==> src/rtl/mips_pkg.sv <==
// mips_pkg: shared CPU constants for fetch FSM encoding, reset PC and word alignment
package mips_pkg;
  localparam logic [1:0] S_IDLE = 2'd0;
  localparam logic [1:0] S_REQ  = 2'd1;
  localparam logic [1:0] S_DONE = 2'd2;
  localparam logic [31:0] RESET_PC_DEFAULT = 32'h0000_3000;
  localparam logic [1:0] WORD_MASK = 2'b11;
  function automatic logic is_aligned(input logic [31:0] a);
    return (a[1:0] & WORD_MASK) == 2'b00;
  endfunction
endpackage

==> src/rtl/fetch_timer.sv <==
// fetch_timer: counts consecutive wait cycles of an instruction fetch
//   clk, rst (async active-low); clear zeroes the count, enable advances it;
//   expired is high while enabled in the last permitted wait cycle.
module fetch_timer #(
  parameter int TIMEOUT = 16
) (
  input  logic clk,
  input  logic rst,
  input  logic clear,
  input  logic enable,
  output logic expired
);
  logic [7:0] count;
  always_ff @(posedge clk or negedge rst)
    if (!rst) count <= 8'd0;
    else count <= clear ? 8'd0 : enable ? count + 8'd1 : count;
  assign expired = enable && count == 8'(TIMEOUT - 1);
endmodule

==> src/rtl/fetch_ctrl.sv <==
// fetch_ctrl: instruction fetch controller with PC, memory handshake and timeout
//   clk, rst (async active-low); fetch_start, npc/npc_wr from control/branch logic;
//   im_req/im_addr/im_ack/im_dout memory port; instr/irwr to IR; pc, busy, fetch_err status.
module fetch_ctrl
  import mips_pkg::*;
#(
  parameter logic [31:0] RESET_PC = RESET_PC_DEFAULT,
  parameter int TIMEOUT = 16
) (
  input  logic        clk,
  input  logic        rst,
  input  logic        fetch_start,
  input  logic [31:0] npc,
  input  logic        npc_wr,
  output logic        im_req,
  output logic [31:0] im_addr,
  input  logic        im_ack,
  input  logic [31:0] im_dout,
  output logic [31:0] instr,
  output logic        irwr,
  output logic [31:0] pc,
  output logic        busy,
  output logic        fetch_err
);
  logic [1:0] state;
  logic start_ok, expired;
  assign start_ok = state == S_IDLE && fetch_start && is_aligned(pc);
  fetch_timer #(.TIMEOUT(TIMEOUT)) u_timer (
    .clk(clk),
    .rst(rst),
    .clear(start_ok),
    .enable(state == S_REQ && !im_ack),
    .expired(expired)
  );
  always_ff @(posedge clk or negedge rst)
    if (!rst) begin
      state <= S_IDLE;
      pc <= RESET_PC;
      im_addr <= 32'd0;
      instr <= 32'd0;
      im_req <= 1'b0;
      irwr <= 1'b0;
      busy <= 1'b0;
      fetch_err <= 1'b0;
    end else begin
      irwr <= 1'b0;
      // a branch/jump target overrides the sequential advance
      pc <= npc_wr ? npc : state == S_DONE ? pc + 32'd4 : pc;
      if (state == S_IDLE && fetch_start) begin
        if (start_ok) begin
          state <= S_REQ;
          im_req <= 1'b1;
          im_addr <= pc;
          busy <= 1'b1;
          fetch_err <= 1'b0;
        end else fetch_err <= 1'b1;
      end else if (state == S_REQ && im_ack) begin
        state <= S_DONE;
        instr <= im_dout;
        im_req <= 1'b0;
        irwr <= 1'b1;
      end else if (state == S_REQ && expired) begin
        state <= S_IDLE;
        im_req <= 1'b0;
        busy <= 1'b0;
        fetch_err <= 1'b1;
      end else if (state == S_DONE) begin
        state <= S_IDLE;
        busy <= 1'b0;
      end
    end
endmodule

==> config.mk <==
export PLATFORM = sky130hd
export DESIGN_NAME = fetch_ctrl
export DESIGN_NICKNAME = d
export VERILOG_FILES = /design/src/rtl/mips_pkg.sv /design/src/rtl/fetch_timer.sv /design/src/rtl/fetch_ctrl.sv
export SDC_FILE = /design/constraint.sdc
export NUM_CORES = 1
export LEC_CHECK = 0
export BUFFER_PORTS_ARGS = -buffer_cell sky130_fd_sc_hd__buf_2
export CAP_MARGIN = 30
export CORE_ASPECT_RATIO = 0.6
export CORE_MARGIN = 2
export CORE_UTILIZATION = 30
export CTS_CLUSTER_DIAMETER = 40
export CTS_CLUSTER_SIZE = 40
export DETAILED_ROUTE_END_ITERATION = 8
export PLACE_DENSITY_LB_ADDON = 0.08
export SLEW_MARGIN = 20
export SYNTH_ARGS = -nofsm -noshare
export SYNTH_HDL_FRONTEND = slang
export SYNTH_HIERARCHICAL = 1
export SYNTH_SLANG_ARGS = --single-unit
==> constraint.sdc <==
create_clock -name clk -period 3.3 [get_ports clk]
set_input_delay 0.33 -clock clk [delete_from_list [all_inputs] [get_ports clk]]
set_output_delay 0.33 -clock clk [all_outputs]
set_load 0.01 [all_outputs]
==> flow_summary_export.csv <==
group,metric,value,unit
sta,finalSetupViolations,0,
sta,worstMarginPinSlew,0.6025,ns
logic_synthesis,synth_edf_count,0,
clocking,clock_path_buffers,2,
floorplanning,coreArea,0.01555,mm2
grt,busiest_layer,"met1",
run_status,status,"finished clean",
power_and_ir_drop,power.internal,2957,uW
grt,grt_util_met3,0.05809,
worst_setup_path,worstPathArrival,2.61,ns
power_and_ir_drop,p_per_area,705.9,mW/mm2
placed_design,place.gp.congestion,0.7397,
worst_setup_path,crit_required,3.57,ns
route,vias,3735,
clocking,clock_latency,0.35,ns
finish,ff_latch_area,0.002755,mm2
flow_run,max_cap_violations,0,
grt,grtUsageMet2,0.2057,
sta,max_slew_margin,0.5975,
worst_setup_path,critPathLaunchType,"flip-flop",
floorplanning,die_y,102.3,um
floorplanning,dieArea,0.01717,mm2
grt,grt_pass1_vias,3685,
finish,fillCellCount,1528,
sta,skew,0.009882,ns
finish,multiInputGateArea,0.001964,mm2
floorplanning,initial_utilization,0.3108,
floorplanning,num_rows,35,
route,detail_route.wl_per_cell,16.29,um
route,totalWireLength,12630,um
clocking,postCtsHoldBufs,1,
route,drt-initial-drc-count,126,
worst_setup_path,cp_max_fo,18,
power_and_ir_drop,vdd_ir_drop_max,301.1,uV
clocking,cts_tree,"built",
floorplanning,dieWidth,167.8,um
min_path,min_path_type,"primary input to flip-flop",
finish,final_area,0.006193,mm2
sta,finalCritPeriodShare,0.7100,
power_and_ir_drop,p_sw_frac,0.3236,
placed_design,placed_area,0.005897,mm2
logic_synthesis,synth_area_leader_cell,"dfrtp_1",
logic_synthesis,syn_inst,401,
grt,met1_usage,0.2193,
finish,diodes,0,
power_and_ir_drop,clkPwrFrac,0.239,
clocking,cts.sinks,110,
sta,min_period,2.343,ns
logic_synthesis,syn_area,0.004832,mm2
sta,fin_setup_tns,0,ns
sta,hold_viol,0,
finish,layout.nets,638,
clocking,cts_root_buf,"clkbuf_16",
clocking,cts_resized,0,
logic_synthesis,synthFlopType,"dfrtp_1",
clocking,cts_setup_buffers,0,
finish,fin_cells,775,
finish,drive_gt1_frac,0.4510,
power_and_ir_drop,power_frac_comb,0.293,
logic_synthesis,yosys_warnings,6,
logic_synthesis,ys_top_cells_by_area,"dfrtp_1 (56%), mux2_2 (14%), or4_1 (3.0%)",
grt,antenna_found_initial,1,
sta,timing.fmax,426.8,MHz
power_and_ir_drop,seq_power_share,0.468,
clocking,htree_num_levels,3,
power_and_ir_drop,power,4372,uW
power_and_ir_drop,p_leak,0.002804,uW
sta,slew_viol_final,0,
clocking,numCtsBuffers,9,
logic_synthesis,synth_area_per_cell,12.05,um2
logic_synthesis,yosysUniqueCellTypes,43,
placed_design,dpl.cell_count,757,
sta,grt_setup_unrepaired,"false",
logic_synthesis,synth_nets,472,
clocking,clkTransAtPathRegs,0.08,ns
logic_synthesis,ys_seq_area_frac,0.5702,
logic_synthesis,synthArstFlopShare,1.000,
worst_setup_path,end_kind,"flip-flop",
grt,grt_max_degree,46,
power_and_ir_drop,p_sw,1415,uW
logic_synthesis,synth_top_cell_area_share,0.5593,
route,drtAntennaViolNets,0,
floorplanning,ioPinCount,169,
logic_synthesis,ys_seq_elements,110,
route,drc,0,
grt,grtUsageTotal,0.1500,
placed_design,port_buffers,168,
grt,grt_pass1_wl,20020,um
worst_setup_path,path_class,"flip-flop to flip-flop",
grt,globalRouteOverflowTotal,0,
finish,area_growth,28.17,%
route,dr.pass1.iters,4,
route,via_per_inst,4.819,
placed_design,dpl.hpwl,9340,um
-- worst paths after layout --
path | startpoint | end | slack, ns | cells after the start
worst min-delay path | npc[6] | pc[6] | 0.18 | 3
worst min register to register | im_addr[16] | im_addr[16] | 0.49 | 1
worst max-delay path | pc[9] | pc[31] | 0.96 | 4
worst max register to register | pc[9] | pc[31] | 0.96 | 4
min in group asynchronous | rst | im_addr[11] | 0.50 | 2
max in group asynchronous | rst | im_addr[29] | 2.04 | 3
-- synthesized netlist by cell type, types with 2 or more instances --
master    instances
nor3_1            4
xnor2_1           8
clkbuf_1         11
nand2b_1          2
buf_2             6
mux2_2           60
dfstp_2           2
nor2_1           28
xor2_1            8
nand3_1          13
dfrtp_1         108
nand3b_1          2
a21oi_1           4
o21ai_0          17
nand2_1          27
inv_1             6
nand4_1           6
or3_1             3
o31ai_1          15
nand4_4           2
ha_1              2
or4_1            19
nor2b_1           5
a31oi_1          16
nor4_1            3
mux2i_1           2
and3_1            3
mux2_1            4
-- registers in the layout, summed over array words and instances, names as in the netlist --
register and flops:
im_addr 32, busy 1, state 2, im_req 1, pc 32, instr 32, fetch_err 1, irwr 1
u_timer/count 8
-- power groups by stage --
stage / combinational, uW / sequential, uW / clock (uW)
after detailed placement: 1310 / 2070 / 0
after floorplan: 486 / 2250 / 0
after CTS: 1310 / 2050 / 1080
final: 1280 / 2050 / 1040
after global placement: 1300 / 2060 / 0
after global routing: 1410 / 2120 / 1140
-- cells by family after synthesis --
| group | synth area share |
|---|---|
| and+or+nand+nor | 0.1427 |
| adders and majority gates | 0.005178 |
| buffers and inverters | 0.02512 |
| muxes | 0.1533 |
| AOI/OAI and AO/OA | 0.07458 |
| DFF | 0.5702 |
| xor gates and xnor gates | 0.02900 |
-- worst max-delay path, stage by stage, from the launching register on --
cell and delay, ns:
dfrtp_1 0.46, nand3_1 0.22, or4_1 0.83, or4_1 0.57, a31oi_1 0.18
-- placed cells by master, fill, tap and decap left out, drive strengths merged, types with 2 or more instances in the layout --
master,Yosys,layout
dfrtp,108,108
nand3,13,13
o31ai,15,15
o21ai,17,17
a31oi,16,16
or3,3,3
dfstp,2,2
nand4,8,8
mux2,64,64
and4,2,2
inv,6,8
and3,3,3
nand2,27,27
nor3,4,4
clkbuf,12,10
mux2i,2,2
nor4,4,4
buf,9,175
nor2b,5,5
nand2b,2,2
xor2,8,8
ha,2,2
clkinvlp,0,2
a21oi,5,5
clkinv,0,2
nand3b,2,2
nor2,28,28
or4,19,19
xnor2,8,8
-- final cells by class --
cell class | count | share of cell area
clock buffers | 10 | 0.03697
clock inverters | 6 | 0.007475
inverters | 6 | 0.003636
multi-input cells | 264 | 0.3172
flip-flops and latches | 110 | 0.4448
well taps | 203 | 0.04101
repair buffers | 176 | 0.1489
-- routing by layer --
metal | vias to the layer above | share of wire
met5 | - | 0.0010
li1 | 1796 | -
met3 | 11 | 0.077
met4 | 2 | 0.0081
met1 | 1824 | 0.51
met2 | 102 | 0.41
-- metrics by stage --
stage	setup slack, ns	hold WS, ns	util
6_report	0.9569	0.1806	0.3984
4_1_cts	0.9360	0.1666	0.3977
3_3_place_gp	0.9793	0.3616	0.3793
2_1_floorplan	1.226	0.03441	-
3_5_place_dp	0.9658	0.3702	0.3793
5_1_grt	0.7906	0.1794	0.3984
Note: power is estimated with default switching activity, not from simulation.
